File: config.mk
export PLATFORM = sky130hd
export DESIGN_NAME = safe_reg_demux
export DESIGN_NICKNAME = d
export VERILOG_FILES = /design/src/rtl/eros_pkg.sv /design/src/rtl/safe_reg_demux.sv
export SDC_FILE = /design/constraint.sdc
export NUM_CORES = 1
export LEC_CHECK = 0
export BUFFER_PORTS_ARGS = -buffer_cell sky130_fd_sc_hd__buf_2
export CAP_MARGIN = 25
export CORE_AREA = 2 2 122 124
export CTS_CLUSTER_DIAMETER = 120
export CTS_CLUSTER_SIZE = 12
export DETAILED_ROUTE_END_ITERATION = 7
export DIE_AREA = 0 0 124 126
export GPL_ROUTABILITY_DRIVEN = 0
export PLACE_DENSITY_LB_ADDON = 0.25
export SETUP_SLACK_MARGIN = 0.4
export SYNTH_ARGS = -nofsm -noshare
export SYNTH_HDL_FRONTEND = slang
export SYNTH_SLANG_ARGS = --single-unit
File: constraint.sdc
create_clock -name clk_i -period 5.65 [get_ports clk_i]
set_input_delay 0.8475 -clock clk_i [delete_from_list [all_inputs] [get_ports clk_i]]
set_output_delay 0.8475 -clock clk_i [all_outputs]
set_load 0.03 [all_outputs]
File: src/rtl/eros_pkg.sv
// Shared OBI bus types and safe-CSR address map for the EROS core subsystem.
package eros_pkg;

   localparam logic [31:0] SAFE_CPU_REGISTER_START_ADDRESS = 32'h2000_0000;
   localparam logic [31:0] SAFE_CPU_REGISTER_END_ADDRESS   = 32'h2000_1000;

   localparam int unsigned DEMUX_INT_XBAR_IDX          = 0;
   localparam int unsigned DEMUX_SAFE_CPU_REGISTER_IDX = 1;

   typedef struct packed {
      logic        req;
      logic [31:0] addr;
      logic        we;
      logic [3:0]  be;
      logic [31:0] wdata;
   } obi_req_t;

   typedef struct packed {
      logic        gnt;
      logic        rvalid;
      logic [31:0] rdata;
   } obi_resp_t;

endpackage

File: src/rtl/safe_reg_demux.sv
// Routes core OBI data requests either to the internal crossbar or to the safe
// CPU register block, keeping in-order responses by tracking one target at a time.
module safe_reg_demux #(
   parameter logic [31:0] SafeStart      = eros_pkg::SAFE_CPU_REGISTER_START_ADDRESS,
   parameter logic [31:0] SafeEnd        = eros_pkg::SAFE_CPU_REGISTER_END_ADDRESS,
   parameter int unsigned MaxOutstanding = 4
) (
   input  logic                       clk_i,
   input  logic                       rst_i,
   input  eros_pkg::obi_req_t         master_req_i,
   output eros_pkg::obi_resp_t        master_resp_o,
   output eros_pkg::obi_req_t  [1:0]  slave_req_o,
   input  eros_pkg::obi_resp_t [1:0]  slave_resp_i,
   output logic                       err_o
);

   localparam int unsigned XbarIdx = eros_pkg::DEMUX_INT_XBAR_IDX;
   localparam int unsigned SafeIdx = eros_pkg::DEMUX_SAFE_CPU_REGISTER_IDX;
   localparam logic [3:0]  MaxCnt  = 4'(MaxOutstanding);

   logic [3:0] cnt;
   logic [3:0] cnt_next;
   logic       last_sel;
   logic       sel;
   logic       allowed;
   logic       grant;
   logic       fwd_rvalid;
   logic       proto_err;

   // NOTE: every signal gets a default at the top of the block so no path
   // through the combinational logic can leave it unassigned and infer a latch.
   always_comb begin
      sel      = (master_req_i.addr >= SafeStart) && (master_req_i.addr < SafeEnd);
      // A new target is only accepted once every response from the old one is back.
      allowed  = !rst_i && ((cnt == 4'd0) || (sel == last_sel)) && (cnt < MaxCnt);

      slave_req_o[XbarIdx]     = master_req_i;
      slave_req_o[SafeIdx]     = master_req_i;
      slave_req_o[XbarIdx].req = 1'b0;
      slave_req_o[SafeIdx].req = 1'b0;
      slave_req_o[sel].req     = master_req_i.req && allowed;

      grant      = master_req_i.req && allowed && slave_resp_i[sel].gnt;
      fwd_rvalid = !rst_i && (cnt != 4'd0) && slave_resp_i[last_sel].rvalid;

      master_resp_o.gnt    = grant;
      master_resp_o.rvalid = fwd_rvalid;
      master_resp_o.rdata  = slave_resp_i[last_sel].rdata;

      proto_err = slave_resp_i[!last_sel].rvalid
               || (slave_resp_i[last_sel].rvalid && (cnt == 4'd0))
               || (slave_resp_i[XbarIdx].gnt && !slave_req_o[XbarIdx].req)
               || (slave_resp_i[SafeIdx].gnt && !slave_req_o[SafeIdx].req);

      // allowed and the cnt != 0 guard on rvalid keep this from ever wrapping.
      cnt_next = cnt;
      case ({grant, fwd_rvalid})
         2'b10:   cnt_next = cnt + 4'd1;
         2'b01:   cnt_next = cnt - 4'd1;
         default: cnt_next = cnt;
      endcase
   end

   // NOTE: state registers use non-blocking assignments so every flop samples
   // pre-edge values, independent of the order statements appear in.
   always_ff @(posedge clk_i) begin
      if (rst_i) begin
         cnt      <= 4'd0;
         last_sel <= 1'b0;
         err_o    <= 1'b0;
      end else begin
         cnt <= cnt_next;
         if (grant) begin
            last_sel <= sel;
         end
         if (proto_err) begin
            err_o <= 1'b1;
         end
      end
   end

endmodule

==> results of run 1 <==
flip-flops by register name (all words and copies together) (netlist names):
| signal | count |
|---|---|
| cnt | 4 |
| last_sel | 1 |
| err_o | 1 |
cell type report:
class                           count  area share
Multi-Input combinational cell     81       0.353
Sequential cell                     6      0.0605
Inverter                            4     0.00757
Timing Repair Buffer              168       0.425
Tap cell                          184       0.116
Clock buffer                        3      0.0378
worst paths after layout:
check | endpoint | slack [ns] | cells past startpoint
max | cnt[3] | 2.59 | 13
min reg2reg | err_o | 0.47 | 2
max reg2reg | cnt[3] | 2.96 | 11
min | err_o | 0.47 | 2
through the flow:
| step | std cells | hold slack [ns] |
|---|---|---|
| after CTS | 446 | 0.478 |
| after global routing | 446 | 0.510 |
| after floorplan | 236 | 0.482 |
| final | 446 | 0.466 |
| after detailed placement | 443 | 0.472 |
| after global placement | 443 | 0.477 |
logic make-up after synthesis:
| family | count (synthesis) |
|---|---|
| buffers and inverters | 149 |
| muxes | 35 |
| and+or+nand+nor | 25 |
| AOI/OAI and AO/OA | 14 |
| DFF | 6 |
| adders and majority gates | 4 |
| xor gates and xnor gates | 3 |
per-layer routing:
metal / global-route usage / vias up / share of wire
met5: 0 / - / 0
met1: 0.0569 / 635 / 0.32
met4: 0.0350 / 0 / 0.042
li1: - / 687 / -
met2: 0.0970 / 94 / 0.48
met3: 0.0403 / 31 / 0.16
synth_stat cells:
library cell  count
a21oi_1           7
nand2_1           3
clkbuf_2          1
xor2_1            2
o21ai_0           2
nor3b_1           1
nand3_1           1
a31oi_1           1
o22ai_1           1
ha_1              3
mux2_2           34
a21o_1            1
dfxtp_1           6
nor4_1            5
buf_2             4
a21oi_2           1
xnor2_1           1
or3_1             1
nor4b_2           1
nor2_2            1
mux2i_1           1
nor4b_1           1
nor3_2            1
nand2b_1          2
nor2_1            7
inv_1             4
fa_1              1
buf_4           140
o21ai_1           1
nor3_1            1
power by group through the flow:
stage               clock network (mW)  logic [mW]  registers [mW]
global route                     0.117       0.163          0.0475
CTS                              0.114       0.152          0.0472
floorplan                            0       0.238          0.0478
detailed placement                   0       0.151          0.0478
global placement                     0       0.151          0.0478
finish                           0.112       0.150          0.0471
worst reg2reg max path, delay by kind of cell, from the launching register on:
family                     cells  cell delay (ns)
adders and majority gates      2             0.52
DFF                            1             0.35
and+or+nand+nor                4             1.12
AOI/OAI and AO/OA              4             0.56
xor gates and xnor gates       1             0.08
==> flow_summary_export.csv, run 1 <==
group,metric,value,unit
timing,tns,0,ns
power,p_int,0.192,mW
timing,finClkSkew,0.000929,ns
cts,cts_max_level,1,
logic_synthesis,yosys-top-cells-area,"buf_4 55%, mux2_2 20%, dfxtp_1 6.3%",
finish,fin_util,0.139,
cts,tritoncts,"built",
place,io_buffers,167,
power,power_frac_seq,0.152,
worst_setup_path,critPathBufInv,1,
timing,rsz0062_at_grt,"no",
timing,maxSlewHeadroom,0.693,
finish,n_antenna_cell,0,
route,via_per_inst,3.24,
timing,layout_min_cycle_time,3.06,ns
cts,numClockSinks,6,
place,pre_cts_ws,2.35,ns
timing,final_hold_viol_count,0,
floorplanning,start_util,0.134,
run,max_cap_viol_count,0,
worst_setup_path,worst_ep_required_time,5.81,ns
finish,finalNetCount,408,
logic_synthesis,synthAdderAreaFrac,0.0301,
logic_synthesis,ys_warn_count,0,
logic_synthesis,syn-cell-area,1910,µm²
finish,seqCellArea,120,µm²
finish,multiInputGateArea,701,µm²
timing,period_share,0.542,
worst_setup_path,crit_path_end_kind,"register",
finish,layout_commonest_cell,"buf_2",
timing,tightestPinTransition,0.461,ns
route,drc_errors,0,
cts,postCtsHoldBufs,0,
global_routing,overflow,0,
logic_synthesis,synth_top_area_share,0.550,
floorplanning,rows,44,
place,dp_hpwl,4650,µm
cts,post-cts-setup-buffers,0,
finish,drive_above_1_share,0.798,
timing,setup_viol,0,
logic_synthesis,syn_nets,380,
timing,final_max_slew_viol_count,0,
finish,fill_cells,1658,
logic_synthesis,syn-instance-count,236,
route,wl,5220,µm
cts,numCtsBuffers,3,
route,first_pass_iters,4,
worst_setup_path,startpoint,"master_req_i[58]",
min_path,worstHoldPathType,"reg2reg",
logic_synthesis,synth_top_family_by_area,"buffers and inverters",
worst_setup_path,crit_chain,"buf_2 -> nor4_1 -> nand3_1 -> nor2_2 -> nor3b_1 -> a21oi_1 -> ha_1 -> ha_1 -> a21o_1 -> a21oi_2 -> xnor2_1 -> or3_1 -> a21oi_1",
route,drt_iter0_markers,36,
place,dpl_cell_area,1910,µm²
cts,ctsResizeCount,0,
min_path,min_from,"err_o",
power,p_comb_frac,0.485,
finish,mostFrequentLayoutCells,"167 x buf_2, 34 x mux2_2, 7 x nor2_1, 7 x a21oi_1, 6 x dfxtp_1",
worst_setup_path,arrival,3.22,ns
route,post_drt_wl_per_cell,11.7,µm
global_routing,grt_pass1_vias,1405,
logic_synthesis,synth_cell_types,30,
global_routing,antenna_found_initial,1,
power,power.density,156,nW/µm²
cts,cts_root_buffer,"clkbuf_16",
worst_setup_path,crit_path_max_incr_delay,0.33,ns
power,netSwitchingFraction,0.380,
worst_setup_path,start_kind,"input pin",
logic_synthesis,synthXorXnorAreaFrac,0.0137,
power,leakage,0.983,nW
worst_setup_path,path_class,"in2reg",
floorplanning,coreArea,14300,µm²
worst_setup_path,cp_top_family,"simple AND/OR/NAND/NOR gates",
cts,clkTransAtPathRegs,0.03,ns
global_routing,grt_max_degree,38,
logic_synthesis,ys_seq_area_frac,0.0628,
floorplanning,die_area,15600,µm²
logic_synthesis,synth_compound_area_frac,0.0412,
cts,clockBufferDepth,2,
cts,worstSkewPairLatency,0.22,ns
power,peakVddDrop,0.0703,mV
global_routing,grtUsageTotal,0.0603,
floorplanning,dieHeight,126,µm
timing,fmaxAchievable,327,MHz
floorplanning,die_x,124,µm
worst_setup_path,r2r_start,"cnt[2]",
logic_synthesis,yosysTopAreaCell,"buf_4",
outcome,run_status,"complete, no violations",
logic_synthesis,synth.ff_latch_count,6,
worst_setup_path,cp_max_fo,3,
global_routing,grt_pass1_wl,7070,µm
floorplanning,io-pin-count,315,
finish,stdcell_area,1980,µm²
route,num_vias,1447,
power,clkPwrFrac,0.363,
route,ant_nets,0,
power,totalPowerFinal,0.309,mW
logic_synthesis,syn_avg_cell_area,8.10,µm²
logic_synthesis,synthMuxAreaShare,0.205,
logic_synthesis,yosys.area_share.simple,0.0759,
finish,area_growth,3.80,%
power,p_sw,0.118,mW
timing,setup_slack,2.59,ns
worst_setup_path,slowest_stage,"nor4_1",
(Power assumes the default switching activity.)
==> inputs of run 2 (changes only) <==
ABC_AREA = 1   (was unset)
CORE_AREA = 2 2 121 123   (was 2 2 122 124)
DIE_AREA = 0 0 123 125   (was 0 0 124 126)
clock period = 3.2 ns   (was 5.65 ns; I/O delays follow)
==> flow_summary_export.csv, run 2 <==
group,metric,value,unit
finish,n_antenna_cell,0,
logic_synthesis,syn_avg_cell_area,6.02,µm²
logic_synthesis,syn-cell-area,1980,µm²
finish,top_register,"cnt",
timing,final_max_slew_viol_count,0,
run,max_cap_viol_count,0,
worst_setup_path,crit_path_max_incr_delay,0.33,ns
logic_synthesis,synth.ff_latch_count,6,
route,ant_nets,0,
place,dp_hpwl,4800,µm
timing,fmaxAchievable,414,MHz
global_routing,grt_pass1_wl,8090,µm
worst_setup_path,crit_path_end_kind,"register",
logic_synthesis,yosys-top-cells-area,"buf_4 53%, nand2_1 22%, dfxtp_1 6.1%",
timing,setup_slack,0.785,ns
worst_setup_path,r2r_cells,12,
place,io_buffers,167,
worst_setup_path,worst_ep_required_time,3.32,ns
worst_setup_path,reg2reg_to,"cnt[3]",
timing,tightestPinTransition,0.422,ns
power,p_comb_frac,0.507,
timing,final_hold_viol_count,0,
floorplanning,coreArea,14200,µm²
cts,tritoncts,"built",
logic_synthesis,syn-instance-count,329,
cts,numClockSinks,6,
route,first_pass_iters,4,
floorplanning,rows,44,
outcome,run_status,"complete, no violations",
route,via_per_inst,3.43,
finish,layout_commonest_cell,"buf_2",
worst_setup_path,cp_common_cell,"nor2_1",
global_routing,grt_max_degree,35,
timing,setup_viol,0,
cts,clkTransAtPathRegs,0.04,ns
power,p_int,0.344,mW
power,clkPwrFrac,0.350,
cts,numCtsBuffers,3,
timing,finClkSkew,0.00194,ns
cts,worstSkewPairLatency,0.23,ns
power,totalPowerFinal,0.585,mW
global_routing,grt_pass1_vias,1677,
worst_setup_path,slowest_stage,"ha_1",
route,wl,5770,µm
global_routing,grtUsageTotal,0.0669,
cts,cts_root_buffer,"clkbuf_16",
logic_synthesis,synth_flop_cell,"dfxtp_1",
logic_synthesis,synth_common_cells,"140 x buf_4, 116 x nand2_1, 17 x nor2_1, 11 x inv_1",
power,leakage,1.23,nW
worst_setup_path,r2r_slack,0.89,ns
worst_setup_path,crit_chain,"buf_2 -> nor2_1 -> nand2_1 -> nor2_2 -> inv_1 -> nor2_2 -> o2111ai_1 -> nand2_1 -> inv_1 -> ha_1 -> ha_1 -> nand2_1 -> nor2_1 -> a211oi_2 -> nor2_1 -> nor2_1 -> nand2_1 -> nor2_1 -> nor2_1",
logic_synthesis,synth_top_area_share,0.530,
cts,cts_max_level,1,
floorplanning,die_x,123,µm
worst_setup_path,critPathBufInv,3,
finish,largest_reg_flops,4,
worst_setup_path,arrival,2.54,ns
timing,tns,0,ns
finish,top_regs,"cnt (4), err_o (1), last_sel (1)",
route,drt_iter0_markers,68,
power,p_sw,0.241,mW
route,post_drt_wl_per_cell,10.7,µm
place,pre_cts_ws,0.495,ns
floorplanning,io-pin-count,315,
timing,rsz0062_at_grt,"no",
worst_setup_path,cp_max_fo,3,
power,netSwitchingFraction,0.413,
logic_synthesis,ys_seq_area_frac,0.0606,
power,peakVddDrop,0.142,mV
min_path,hold_depth,2,
finish,mostFrequentLayoutCells,"167 x buf_2, 116 x nand2_1, 17 x nor2_1",
finish,area_growth,3.66,%
power,power_frac_seq,0.143,
worst_setup_path,path_class,"in2reg",
floorplanning,dieHeight,125,µm
cts,postCtsHoldBufs,0,
timing,period_share,0.755,
timing,maxSlewHeadroom,0.719,
logic_synthesis,async_reset_ff_frac,0,
route,drc_errors,0,
finish,stdcell_area,2050,µm²
floorplanning,die_area,15400,µm²
worst_setup_path,cp_top_family,"simple AND/OR/NAND/NOR gates",
finish,finalNetCount,500,
route,num_vias,1843,
floorplanning,start_util,0.140,
worst_setup_path,r2r_start,"last_sel",
logic_synthesis,ys_warn_count,0,
logic_synthesis,synth_cell_types,22,
global_routing,antenna_found_initial,0,
logic_synthesis,yosysMostFrequentCell,"buf_4",
cts,clockBufferDepth,2,
logic_synthesis,syn_nets,473,
power,power.density,285,nW/µm²
logic_synthesis,synth_edf_count,0,
timing,layout_min_cycle_time,2.42,ns
global_routing,overflow,0,
min_path,worstHoldPathType,"in2reg",
cts,ctsResizeCount,0,
finish,fin_util,0.145,
place,dpl_cell_area,1980,µm²
cts,post-cts-setup-buffers,0,
min_path,whs_endpoint,"last_sel",
min_path,min_from,"rst_i",
finish,drive_above_1_share,0.520,
logic_synthesis,yosysTopAreaCell,"buf_4",
worst_setup_path,start_kind,"input pin",
run 2: cell types whose count changed after synthesis, moves of 4 or more:
cell / delta
nor4_1: -5
nand2_1: +113
inv_1: +7
nor2_2: +5
buf_2: -4
mux2_2: -34
nor2_1: +10
clkbuf_1: +6
run 2: routing by layer:
metal  up-vias  share of wire  GRT usage
li1        909              -          -
met1       766           0.37     0.0718
met2       132           0.43      0.101
met3        36           0.16     0.0401
met4         0          0.042     0.0368
met5         -              0          0
run 2: cells by family (layout without fill, tap and decap cells):
kind of cell | count (synthesis) | count (layout) | share of synthesized area
adder cells (fa/ha/maj) | 4 | 4 | 0.0290
AO/OA/AOI/OAI | 11 | 11 | 0.0379
AND/OR/NAND/NOR | 145 | 145 | 0.289
buffers and inverters | 161 | 186 | 0.574
multiplexers | 1 | 1 | 0.00505
flip-flops | 6 | 6 | 0.0606
XOR/XNOR | 1 | 1 | 0.00442
run 2: through the flow:
stage                     instances  hold WS, ns
after global routing            538        0.508
after floorplan                 329        0.477
after CTS                       538        0.506
final                           538        0.500
after global placement          535        0.503
after detailed placement        535        0.512
run 2: power by group through the flow:
stage	Clock (mW)	Combinational [mW]	Sequential, mW
after floorplan	0	0.442	0.0861
after global placement	0	0.296	0.0849
after detailed placement	0	0.297	0.0850
after CTS	0.210	0.299	0.0839
after global routing	0.215	0.324	0.0845
final	0.205	0.296	0.0839
run 2: worst max path at each step:
stage | start | endpoint | slack [ns] | cells past startpoint
final | master_req_i[50] | cnt[3] | 0.78 | 19
after global placement | master_req_i[50] | cnt[3] | 0.52 | 19
after detailed placement | master_req_i[50] | cnt[3] | 0.50 | 19
after global routing | master_req_i[50] | cnt[3] | 0.50 | 20
after floorplan | master_req_i[50] | cnt[3] | 0.84 | 18
after CTS | master_req_i[50] | cnt[3] | 0.73 | 19
run 2: worst register-to-register path: stages, from the launching register on:
cell and delay (ns):
dfxtp_2 0.58, mux2i_1 0.33, nor3_1 0.11, ha_1 0.23, ha_1 0.33, nand2_1 0.08, nor2_1 0.04, a211oi_2 0.17
nor2_1 0.06, nor2_1 0.08, nand2_1 0.07, nor2_1 0.08, nor2_1 0.05
run 2: cell type report:
cell class	instances	area (µm²)
clock buffers	3	75.1
well taps	184	230
fillers	1680	12100
inverters	14	52.6
multi-input cells	162	724
repair buffers	169	851
flip-flops and latches	6	121
